==> config.mk <==
export PLATFORM = sky130hd
export DESIGN_NAME = phase_sequencer
export DESIGN_NICKNAME = d
export VERILOG_FILES = /design/src/rtl/phase_sequencer.sv
export SDC_FILE = /design/constraint.sdc
export NUM_CORES = 1
export LEC_CHECK = 0
export ABC_AREA = 0
export BUFFER_PORTS_ARGS = -buffer_cell sky130_fd_sc_hd__buf_2
export CORE_MARGIN = 8
export CORE_UTILIZATION = 35
export CTS_BUF_LIST = sky130_fd_sc_hd__clkbuf_2
export CTS_CLUSTER_SIZE = 8
export DETAILED_ROUTE_END_ITERATION = 10
export GPL_TIMING_DRIVEN = 1
export HOLD_SLACK_MARGIN = 0.06
export SYNTH_ARGS = -nofsm -noshare
export SYNTH_HDL_FRONTEND = slang
export SYNTH_SLANG_ARGS = --single-unit
==> constraint.sdc <==
create_clock -name clk -period 1.9 [get_ports clk]
set_clock_uncertainty 0.2 [all_clocks]
set_input_delay 0.19 -clock clk [delete_from_list [all_inputs] [get_ports clk]]
set_output_delay 0.19 -clock clk [all_outputs]
set_load 0.02 [all_outputs]
==> src/rtl/phase_sequencer.sv <==
// Instruction-cycle controller: steps the CPU through FETCH/DECODE/EXEC/WB under
// run, single-step and halt control, with a watchdog on the memory fetch handshake.
module phase_sequencer #(
    parameter int              OP_W     = 4,
    parameter logic [OP_W-1:0] HALT_OP  = 4'hF,
    parameter int              WAIT_MAX = 8,
    parameter int              CNT_W    = 16
) (
    input  logic             clk,
    input  logic             clear,
    input  logic             run,
    input  logic             step,
    input  logic             halt_req,
    input  logic             mem_ready,
    input  logic [OP_W-1:0]  opcode,
    output logic [1:0]       phase,
    output logic             fetch_en,
    output logic             decode_en,
    output logic             exec_en,
    output logic             wb_en,
    output logic             mem_req,
    output logic             busy,
    output logic             halted,
    output logic             timeout_err,
    output logic [CNT_W-1:0] instr_count
);

    localparam int WAIT_W = (WAIT_MAX > 2) ? $clog2(WAIT_MAX) : 1;
    localparam logic [WAIT_W-1:0] WAIT_LAST = WAIT_W'(WAIT_MAX - 1);

    typedef enum logic [2:0] {
        IDLE,
        FETCH,
        DECODE,
        EXEC,
        WB,
        HALT
    } state_t;

    state_t            state, state_next;
    logic [WAIT_W-1:0] wait_cnt, wait_next;
    logic              step_mode, step_next;
    logic              halt_pend, pend_next;
    logic [OP_W-1:0]   op_q, op_next;
    logic              tmo_next;
    logic [CNT_W-1:0]  count_next;
    logic              in_flight;

    always_ff @(posedge clk or posedge clear) begin
        if (clear) begin
            state       <= IDLE;
            wait_cnt    <= '0;
            step_mode   <= 1'b0;
            halt_pend   <= 1'b0;
            op_q        <= '0;
            timeout_err <= 1'b0;
            instr_count <= '0;
        end else begin
            state       <= state_next;
            wait_cnt    <= wait_next;
            step_mode   <= step_next;
            halt_pend   <= pend_next;
            op_q        <= op_next;
            timeout_err <= tmo_next;
            instr_count <= count_next;
        end
    end

    assign in_flight = (state == FETCH) || (state == DECODE) ||
                       (state == EXEC)  || (state == WB);

    // A halt request seen during WB still halts at this boundary, not the next one.
    always_comb begin
        state_next = state;
        wait_next  = wait_cnt;
        step_next  = step_mode;
        pend_next  = halt_pend | (in_flight & halt_req);
        op_next    = op_q;
        tmo_next   = timeout_err;
        count_next = instr_count;
        case (state)
            IDLE: begin
                if (step) begin
                    state_next = FETCH;
                    step_next  = 1'b1;
                end else if (run) begin
                    state_next = FETCH;
                    step_next  = 1'b0;
                end else if (halt_req) begin
                    state_next = HALT;
                end
            end
            FETCH: begin
                if (mem_ready) begin
                    state_next = DECODE;
                    wait_next  = '0;
                end else if (wait_cnt == WAIT_LAST) begin
                    state_next = HALT;
                    tmo_next   = 1'b1;
                    wait_next  = '0;
                end else begin
                    wait_next = wait_cnt + WAIT_W'(1);
                end
            end
            DECODE: begin
                op_next    = opcode;
                state_next = EXEC;
            end
            EXEC: state_next = WB;
            WB: begin
                count_next = instr_count + CNT_W'(1);
                if ((op_q == HALT_OP) || pend_next) state_next = HALT;
                else if (step_mode)                 state_next = IDLE;
                else if (run)                       state_next = FETCH;
                else                                state_next = IDLE;
            end
            HALT: begin
                if (run && !halt_req && !timeout_err) begin
                    state_next = FETCH;
                    step_next  = 1'b0;
                end
            end
            default: state_next = IDLE;
        endcase
        if ((state_next == HALT) && (state != HALT)) pend_next = 1'b0;
    end

    always_comb begin
        phase     = 2'b00;
        fetch_en  = 1'b0;
        decode_en = 1'b0;
        exec_en   = 1'b0;
        wb_en     = 1'b0;
        mem_req   = 1'b0;
        halted    = 1'b0;
        busy      = in_flight;
        case (state)
            FETCH: begin
                fetch_en = 1'b1;
                mem_req  = 1'b1;
            end
            DECODE: begin
                phase     = 2'b01;
                decode_en = 1'b1;
            end
            EXEC: begin
                phase   = 2'b10;
                exec_en = 1'b1;
            end
            WB: begin
                phase = 2'b11;
                wb_en = 1'b1;
            end
            HALT:    halted = 1'b1;
            default: phase  = 2'b00;
        endcase
    end

endmodule

## Word-level counts from Yosys, hierarchy flattened

Index checks and enable logic that the tools add are counted.

- Register bits: 29
- Logic and storage cells: 59

- Add/subtract/negate cells: 2
- Eq/ne operators: 11
- Muxes and demuxes: 23
- Bitwise gates (word level): 3
- Reduce and logical (&&, ||, !) cells: 13

Operators with widths:

| cell | count |
|---|---|
| $mux W3 | 9 |
| $pmux W3 S6 | 1 |
| $add A16 B1 Y16 const B | 1 |
| $eq A3 B3 Y1 const B | 4 |
| $mux W1 | 11 |
| $eq A3 B2 Y1 const B | 2 |
| $ne A3 B3 Y1 const B | 2 |
| $pmux W2 S3 | 1 |
| $reduce_and A3 Y1 | 2 |
| $eq A4 B4 Y1 const B | 1 |
| $logic_or A1 B1 Y1 | 4 |
| $add A3 B1 Y3 const B | 1 |
| $eq A3 B1 Y1 const B | 1 |
| $logic_and A1 B1 Y1 | 3 |
| $logic_not A3 Y1 | 1 |
| $logic_not A1 Y1 | 2 |
| $ne A2 B2 Y1 const B | 1 |
| $pmux W1 S2 | 1 |
| $reduce_bool A2 Y1 | 1 |
| $and A1 B1 Y1 | 1 |
| $not A1 Y1 | 1 |
| $or A1 B1 Y1 | 1 |

## Depth between registers and ports, before layout

Gate-level depths: netlist of the first run.

- Word-level depth: 12
- Depth in mapped cells: 6
- Depth with buffers taken out: 6

## Worst setup path after synthesis of the first run

OpenSTA, ideal clock, no wires.

- Path kind: reg2reg
- Start point: reg state[1]
- End point: reg instr_count[3]
- Setup time: 0.131 ns
- Arrival: 1.517 ns
- Data required time: 1.569 ns
- Slack: 0.053 ns
- Cell stages (with the launch flop): 7
- Buffers on the path: 2
- Clock period less this slack: 1.847 ns
- Path through: dfrtp_1 -> buf_6 -> or3b_1 -> buf_6 -> inv_1 -> nand4_1 -> xnor2_1

- Word-level cells in the longest chain between the ends: 1

Ends and longest elaborated chain:

| what | line | source |
|---|---|---|
| from (decl) | 40 | `state_t state, state_next;` |
| from (signal assigned) | 59 | `state <= state_next;` |
| $eq A3 B3 Y1 | 81 | `case (state)` |
| to (signal assigned) | 65 | `instr_count <= count_next;` |
| to (decl) | 25 | `output logic [CNT_W-1:0] instr_count` |

No other way between the ends.
A chain may end at the register's enable or synchronous reset.

## Worst setup path after layout of the first run

- Start point: reg state[1]
- End point: out phase[1]

- Word-level cells in the longest chain between the ends: 2
- Elaborated cells on any way between the ends: 4

Ends and longest elaborated chain:

| what | line | source |
|---|---|---|
| $eq A3 B3 Y1 or $eq A3 B2 Y1 (tied branches) | 137 | `case (state)` |
| $pmux W2 S3 * | 137 |  |
| to (decl) | 16 | `output logic [1:0] phase,` |

Every way passes the cells marked *; elsewhere a longest branch is shown, timed or not.

==> results of run 1 <==
## worst min-delay path by stage
| stage | startpoint | endpoint | slack [ns] | cells after the start |
|---|---|---|---|---|
| global route | clear | wait_cnt[2]$_DFFE_PP0P_ | 0.21 | 4 |
| floorplan | clear | halt_pend$_DFF_PP0_ | 0.07 | 1 |
| global placement | clear | step_mode$_DFFE_PP0P_ | 0.08 | 3 |
| finish | clear | op_q[1]$_DFFE_PP0N_ | 0.20 | 4 |
| detailed placement | clear | timeout_err$_DFFE_PP0P_ | 0.08 | 3 |
| CTS | clear | wait_cnt[2]$_DFFE_PP0P_ | 0.20 | 4 |
## registers in the layout, indices dropped and copies added (netlist names)
| name | flops |
|---|---|
| step_mode | 1 |
| wait_cnt | 3 |
| halt_pend | 1 |
| instr_count | 16 |
| timeout_err | 1 |
| state | 3 |
| op_q | 4 |
## critical path: stages, from the launching register on
cell	delay (ns)
dfrtp_2	0.47
or3b_4	0.41
inv_4	0.08
or2_4	0.11
buf_6	0.10
## per-layer routing
layer	share of wire, %	vias to the layer above
met3	6.8	7
li1	-	588
met5	0	-
met2	51	35
met1	40	587
met4	1.6	0
## metrics by stage
| stage | hold slack [ns] | util (%) | std cells | setup slack [ns] | total power [mW] |
|---|---|---|---|---|---|
| floorplan | 0.0681 | - | 137 | 0.0529 | 1.64 |
| global placement | 0.0768 | 42.3 | 222 | 0.0738 | 1.88 |
| detailed placement | 0.0847 | 42.3 | 222 | 0.0396 | 1.90 |
| CTS | 0.196 | 48.1 | 245 | -0.0413 | 2.42 |
| global route | 0.212 | 49.7 | 248 | -0.101 | 2.72 |
| finish | 0.203 | 49.7 | 248 | -0.0258 | 2.54 |
## timing repair
item,in CTS,in global routing
hold buffers,9,0
setup endpoints to repair,7,10
pin swaps,4,1
resized for setup,20,13
setup buffers,6,3
hold endpoints to repair,41,0
## synthesized netlist by cell type, types with 2 or more instances
| cell type | instances | area, µm² |
|---|---|---|
| dfrtp_1 | 29 | 726 |
| xnor2_1 | 14 | 123 |
| nand2_1 | 12 | 45.0 |
| inv_1 | 8 | 30.0 |
| nor2_1 | 8 | 30.0 |
| nand3_1 | 6 | 30.0 |
| nand4_1 | 5 | 31.3 |
| o21ai_0 | 5 | 25.0 |
| mux2_2 | 4 | 45.0 |
| a21oi_1 | 3 | 15.0 |
| and3_1 | 3 | 18.8 |
| ha_1 | 3 | 37.5 |
| nor2b_1 | 3 | 18.8 |
| buf_4 | 2 | 15.0 |
| buf_6 | 2 | 22.5 |
| nand2b_1 | 2 | 12.5 |
| nor3b_1 | 2 | 15.0 |
| o211ai_1 | 2 | 15.0 |
| or2_2 | 2 | 12.5 |
## kinds of logic after synthesis
group,count (synthesis),synth area share [%]
buffers and inverters,14,5.20
AO/OA/AOI/OAI,20,9.38
AND/OR/NAND/NOR,50,19.6
flip-flops,29,49.4
multiplexers,5,3.75
XOR/XNOR,16,10.1
adder cells (fa/ha/maj),3,2.56
## power by group through the flow
stage	Clock (mW)	Combinational, mW	Sequential [mW]
2_1_floorplan	0	0.717	0.921
5_1_grt	0.360	1.43	0.936
3_5_place_dp	0	0.986	0.914
6_report	0.317	1.32	0.910
4_1_cts	0.330	1.19	0.906
3_3_place_gp	0	0.970	0.908
## area by class of cell
cell class | instances | area (µm²)
fillers | 371 | 2030
flip-flops and latches | 29 | 727
clock buffers | 6 | 30.0
inverters | 8 | 36.3
multi-input cells | 94 | 719
well taps | 50 | 62.6
clock inverters | 2 | 10.0
repair buffers | 59 | 418
==> flow_summary.json, run 1 <==
{
  "min_path_type": "primary input to asynchronous set/reset pin",
  "port_buffers": 35,
  "synth-async-reset-ratio_pct": 100,
  "rr_worst_depth": 6,
  "syn_inst": 137,
  "initial_utilization_pct": 36.4,
  "cts_max_path_buffers": 2,
  "drc": 0,
  "p_sw_share_pct": 40.5,
  "p_leak_nw": 1.01,
  "violations": "setup timing",
  "final_cell_mix": "28 x dfrtp_1, 28 x buf_2, 16 x buf_4, 14 x xnor2_1, 11 x nand2_1",
  "max-slew-margin-rel_pct": 75.0,
  "cap_viol_max_count": 0,
  "clk_pin_slew_ns": 0.16,
  "p_clk_share_pct": 12.5,
  "grt_first_pass_wirelength_mm": 5.85,
  "antenna_cells": 0,
  "syn_area_per_cell_um2": 10.7,
  "dieArea_um2": 6520,
  "start_kind": "flip-flop",
  "dpl.hpwl_mm": 2.37,
  "setup_violations": 2,
  "worst_slew_pin_slew_ns": 0.375,
  "rsz0062_at_grt": "true",
  "vdd_drop_max_uv": 697,
  "placed_cell_area_um2": 1700,
  "die_w_um": 80.8,
  "path_max_fanout": 5,
  "cts_tree": "built",
  "post_drt_wl_per_cell_um": 14.6,
  "ys.flop_type": "dfrtp_1",
  "grt.met1_usage_pct": 13.1,
  "worstSetupStartpoint": "state[1]$_DFF_PP0_",
  "setup.worst_path.end": "phase[1]",
  "critPathKind": "flip-flop to output port",
  "synth_edf_count": 0,
  "drt_iter0_drc": 49,
  "r2r-end": "state[0]$_DFF_PP0_",
  "cp.arrival_ns": 1.54,
  "grt_busiest_layer": "met2",
  "h-tree-depth": 2,
  "numCtsBuffers": 5,
  "first_pass_iters": 4,
  "layout_min_cycle_time_ns": 1.93,
  "final_nets": 210,
  "outcome": "finished with violations",
  "io-pin-count": 36,
  "power_frac_comb_pct": 51.8,
  "synth.distinct_cells": 41,
  "synth_fp_nets": 150,
  "finish.instance_area_um2": 2000,
  "coreArea_um2": 4030,
  "seq_area_frac_synth_pct": 49.4,
  "std_cell_rows": 23,
  "rrSetupSlack_ns": 0.02,
  "max_freq_mhz": 519,
  "grt_pass1_vias": 1274,
  "crit_required_ns": 1.51,
  "met2_usage_pct": 19.1,
  "syn_area_um2": 1470,
  "setup_tns_ns": -0.0497,
  "hold_viol_final": 0,
  "antenna_found_initial": 0,
  "groute.usage.overall_pct": 11.4,
  "insertion_delay_ns": 0.37,
  "finalCritPeriodShare_pct": 101,
  "viasPerCell": 4.91,
  "cp-end-kind": "output port",
  "routed_wl_mm": 3.63,
  "synth-seq-cells": 29,
  "fp.dieH_um": 80.8,
  "cts_root_buf": "clkbuf_2",
  "slew_violations": 0,
  "intPower_mw": 1.51,
  "seq_power_share_pct": 35.8,
  "r2r_start": "state[2]$_DFF_PP0_",
  "antenna_left": 0,
  "power.density_nw_per_um2": 1270,
  "use_met3_pct": 3.64,
  "synthToLayoutAreaGrowth_pct": 36.5,
  "layout-drive-gt1-share_pct": 40.4,
  "grt_start_max_net_pins": 30,
  "setup_slack_ns": -0.0258,
  "grt.overflow.total": 0,
  "clkSinkCount": 29,
  "num_vias": 1217,
  "yosys_warnings": 0,
  "place.gp.congestion": 0.815,
  "p_sw_mw": 1.03
}
Note: power is estimated with default switching activity, not from simulation.
==> run 2: changes to the inputs <==
- MAX_ROUTING_LAYER: not set -> met4
==> flow_summary.json, run 2 (synthesis gave the netlist of run 1 again) <==
{
  "post_drt_wl_per_cell_um": 14.7,
  "worstSetupStartpoint": "state[1]$_DFF_PP0_",
  "drc": 0,
  "antenna_found_initial": 0,
  "power.density_nw_per_um2": 1270,
  "wl_met3_um": 231,
  "cts_root_buf": "clkbuf_2",
  "rr_worst_depth": 6,
  "rsz0062_at_grt": "true",
  "std_cell_rows": 23,
  "antenna_cells": 0,
  "max_freq_mhz": 517,
  "insertion_delay_ns": 0.38,
  "coreArea_um2": 4030,
  "path_max_fanout": 5,
  "top_register": "instr_count",
  "placed_cell_area_um2": 1700,
  "numCtsBuffers": 5,
  "met2_wirelength_mm": 1.87,
  "vdd_drop_max_uv": 698,
  "routed_wl_mm": 3.65,
  "grt_start_max_net_pins": 30,
  "r2r-end": "state[0]$_DFF_PP0_",
  "largest_reg_flops": 16,
  "min_path_type": "primary input to asynchronous set/reset pin",
  "setup_violations": 2,
  "clk_pin_slew_ns": 0.16,
  "grt_first_pass_wirelength_mm": 5.84,
  "grt_pass1_vias": 1275,
  "fin_hold_ws_ns": 0.196,
  "slew_violations": 0,
  "dieArea_um2": 6520,
  "violations": "setup timing",
  "viasPerCell": 4.94,
  "setup.worst_path.end": "phase[1]",
  "topRoutingLayerUsed": "met4",
  "grt.overflow.total": 0,
  "final_nets": 210,
  "setup_slack_ns": -0.0354,
  "largestRegisters": "instr_count x16, op_q x4",
  "clkSinkCount": 29,
  "place.gp.congestion": 0.827,
  "finalCritPeriodShare_pct": 102,
  "finish.instance_area_um2": 2000,
  "cts_tree": "built",
  "cp.arrival_ns": 1.55,
  "cp-end-kind": "output port",
  "max-slew-margin-rel_pct": 75.1,
  "layout-drive-gt1-share_pct": 40.4,
  "start_kind": "flip-flop",
  "r2r_start": "state[2]$_DFF_PP0_",
  "die_w_um": 80.8,
  "synthToLayoutAreaGrowth_pct": 36.5,
  "h-tree-depth": 2,
  "p_leak_nw": 1.01,
  "num_vias": 1224,
  "crit_required_ns": 1.51,
  "cap_viol_max_count": 0,
  "rrSetupSlack_ns": 0.01,
  "io-pin-count": 36,
  "worst_slew_pin_slew_ns": 0.373,
  "fillers": 371,
  "layout_min_cycle_time_ns": 1.94,
  "antenna_left": 0,
  "fp.dieH_um": 80.8,
  "critPathKind": "flip-flop to output port",
  "dpl.hpwl_mm": 2.37,
  "utilization_pct": 49.7,
  "drt_iter0_drc": 63,
  "power_mw": 2.55,
  "groute.usage.overall_pct": 11.7,
  "port_buffers": 35,
  "hold_viol_final": 0,
  "final_cell_mix": "28 x dfrtp_1, 28 x buf_2, 16 x buf_4, 14 x xnor2_1, 11 x nand2_1",
  "cts_max_path_buffers": 2,
  "initial_utilization_pct": 36.4,
  "outcome": "finished with violations",
  "first_pass_iters": 4,
  "drt-met1-wl_mm": 1.49
}
[run 2: cell counts in the layout (fill, tap and decap cells not counted)]
No cell type changed its count.
[run 2: report_power, final]
group | internal (mW) | leakage [nW] | switching, mW | total, mW
clock network | 0.0922 | 0.0327 | 0.227 | 0.320
registers | 0.773 | 0.374 | 0.139 | 0.912
logic | 0.649 | 0.607 | 0.667 | 1.32
total | 1.51 | 1.01 | 1.03 | 2.55
[run 2: routing by layer]
layer,global-route usage [%],up-vias
li1,-,589
met1,13.1,593
met2,19.2,36
met3,3.42,6
met4,4.82,0
met5,-,-
[run 2: repair_timing]
action	4_1_cts	5_1_grt
endpoints found under the setup margin	7	10
pin swaps	4	1
hold buffers	9	0
setup buffers	6	3
gates cloned	0	0
hold endpoints to repair	41	0
resized for setup	20	13
[run 2: area by class of cell]
cell class	count	area [µm²]	area share, %
Clock buffer	6	30.0	1.50
Timing Repair Buffer	59	418	20.9
Clock inverter	2	10.0	0.500
Inverter	8	36.3	1.81
Sequential cell	29	727	36.3
Tap cell	50	62.6	3.12
Multi-Input combinational cell	94	719	35.9
[run 2: worst min-delay path by stage]
stage	to	slack, ns	cells past startpoint
after floorplan	halt_pend$_DFF_PP0_	0.07	1
after global placement	step_mode$_DFFE_PP0P_	0.08	3
after detailed placement	timeout_err$_DFFE_PP0P_	0.08	3
after CTS	wait_cnt[2]$_DFFE_PP0P_	0.20	4
after global routing	op_q[1]$_DFFE_PP0N_	0.22	4
final	op_q[1]$_DFFE_PP0N_	0.20	4
[run 2: per-stage QoR]
stage / instances / setup WS (ns) / setup TNS [ns]
floorplan: 137 / 0.0529 / 0
global placement: 222 / 0.0738 / 0
detailed placement: 222 / 0.0396 / 0
CTS: 245 / -0.0413 / -0.0807
global route: 248 / -0.101 / -0.419
finish: 248 / -0.0354 / -0.0689
[run 2: critical path: stages (launching register included)]
cell and delay, ns:
dfrtp_2 0.47, or3b_4 0.42, inv_4 0.08, or2_4 0.11, buf_6 0.10
==> run 3: changes to the inputs <==
- CORE_UTILIZATION: 35 -> 40
- PLACE_DENSITY: not set -> 0.65
==> flow_summary.json, run 3 (synthesis gave the netlist of run 1 again) <==
{
  "outcome": "finished with violations",
  "violations": "setup timing",
  "final_cell_mix": "30 x buf_2, 28 x dfrtp_1, 16 x buf_4, 12 x xnor2_1, 11 x nand2_1",
  "coreArea_um2": 3610,
  "p_sw_mw": 0.988,
  "fin_cells": 246,
  "num_vias": 1215,
  "cp.arrival_ns": 1.52,
  "synthToLayoutAreaGrowth_pct": 35.9,
  "setup_tns_ns": -0.0182,
  "post_drt_wl_per_cell_um": 13.3,
  "finalCritPeriodShare_pct": 101,
  "antenna_cells": 0,
  "worstSetupStartpoint": "state[0]$_DFF_PP0_",
  "use_met3_pct": 3.66,
  "grt.overflow.total": 0,
  "dieArea_um2": 5860,
  "dp_cells": 220,
  "antenna_left": 0,
  "placed_cell_area_um2": 1700,
  "max-slew-margin-rel_pct": 75.6,
  "initial_utilization_pct": 40.7,
  "crit_required_ns": 1.51,
  "slowest_stage": "dfrtp_1",
  "final_nets": 210,
  "grt.met1_usage_pct": 13.8,
  "top_register": "instr_count",
  "path_max_fanout": 5,
  "grt_first_pass_wirelength_mm": 5.87,
  "met2_usage_pct": 20.2,
  "groute.usage.overall_pct": 12.5,
  "fin_hold_ws_ns": 0.203,
  "cts_max_path_buffers": 2,
  "vdd_drop_max_uv": 756,
  "max_freq_mhz": 524,
  "io-pin-count": 36,
  "fp.dieH_um": 76.6,
  "cap_viol_max_count": 0,
  "hold_viol_final": 0,
  "p_leak_nw": 1.02,
  "routed_wl_mm": 3.28,
  "slowest_delay_ns": 0.43,
  "die_w_um": 76.6,
  "insertion_delay_ns": 0.37,
  "first_pass_iters": 4,
  "layout-drive-gt1-share_pct": 40.9,
  "setup_slack_ns": -0.00987,
  "drt_iter0_drc": 51,
  "worst_slew_pin_slew_ns": 0.365,
  "grt_pass1_vias": 1308,
  "power_frac_comb_pct": 51.2,
  "layout_min_cycle_time_ns": 1.91,
  "h-tree-depth": 2,
  "clk_pin_slew_ns": 0.15,
  "cp-end-kind": "output port",
  "power.density_nw_per_um2": 1230,
  "grt_start_max_net_pins": 30,
  "final_common_cell": "buf_2",
  "p_clk_share_pct": 12.1,
  "largestRegisters": "instr_count x16, op_q x4",
  "std_cell_rows": 22,
  "largest_reg_flops": 16,
  "rsz0062_at_grt": "true",
  "cts_tree": "built",
  "viasPerCell": 4.94,
  "drc": 0,
  "port_buffers": 35,
  "place.gp.congestion": 0.889,
  "r2r_start": "state[1]$_DFF_PP0_",
  "cts_root_buf": "clkbuf_2",
  "setup_violations": 2,
  "grt_busiest_layer": "met2",
  "p_sw_share_pct": 40.2,
  "start_kind": "flip-flop",
  "min_path_type": "primary input to asynchronous set/reset pin",
  "utilization_pct": 55.3,
  "slew_violations": 0,
  "finish.instance_area_um2": 1990,
  "numCtsBuffers": 5,
  "antenna_found_initial": 0,
  "critPathKind": "flip-flop to output port",
  "dpl_worst_slack_ns": 0.0633,
  "worstPathCellList": "or3b_4 -> inv_4 -> or2_4 -> buf_6",
  "power_mw": 2.46,
  "intPower_mw": 1.47,
  "seq_power_share_pct": 36.7,
  "dpl.hpwl_mm": 2.42,
  "clkSinkCount": 29
}
[run 3: power groups by stage]
stage / clock (mW) / sequential (mW) / combinational [mW]
2_1_floorplan: 0 / 0.921 / 0.717
3_3_place_gp: 0 / 0.905 / 0.964
3_5_place_dp: 0 / 0.916 / 0.997
4_1_cts: 0.306 / 0.900 / 1.19
5_1_grt: 0.337 / 0.925 / 1.39
6_report: 0.298 / 0.902 / 1.26
[run 3: cell type report]
| cell class | count | area (µm²) |
|---|---|---|
| repair buffers | 59 | 405 |
| flip-flops and latches | 29 | 727 |
| inverters | 8 | 32.5 |
| well taps | 48 | 60.1 |
| multi-input cells | 94 | 732 |
| clock buffers | 5 | 25.0 |
| clock inverters | 3 | 12.5 |
| fillers | 315 | 1610 |
[run 3: worst paths after layout]
| check | end | slack, ns | cells after the start |
|---|---|---|---|
| max | phase[0] | -0.01 | 4 |
| min | instr_count[15]$_DFFE_PP0P_ | 0.20 | 4 |
| max reg2reg | state[0]$_DFF_PP0_ | 0.09 | 5 |
| min reg2reg | instr_count[15]$_DFFE_PP0P_ | 0.29 | 1 |
| max in group asynchronous | state[2]$_DFF_PP0_ | 1.01 | 4 |
| min in group clk | instr_count[15]$_DFFE_PP0P_ | 0.29 | 1 |
[run 3: per-layer routing]
layer / vias to the layer above / share of wire (%)
li1: 591 / -
met1: 592 / 42
met2: 25 / 51
met3: 7 / 4.8
met4: 0 / 1.7
met5: - / 0
[run 3: repair_timing]
action | 4_1_cts | 5_1_grt
resized for setup | 16 | 15
hold buffers | 9 | 0
setup buffers | 8 | 2
hold endpoints to repair | 42 | 0
pin swaps | 1 | 7
endpoints found under the setup margin | 7 | 16
[run 3: critical path: cells and delay by family (launching register included)]
family / cells / cell delay (ns)
buffers and inverters: 2 / 0.19
flip-flops: 1 / 0.43
AND/OR/NAND/NOR: 2 / 0.53
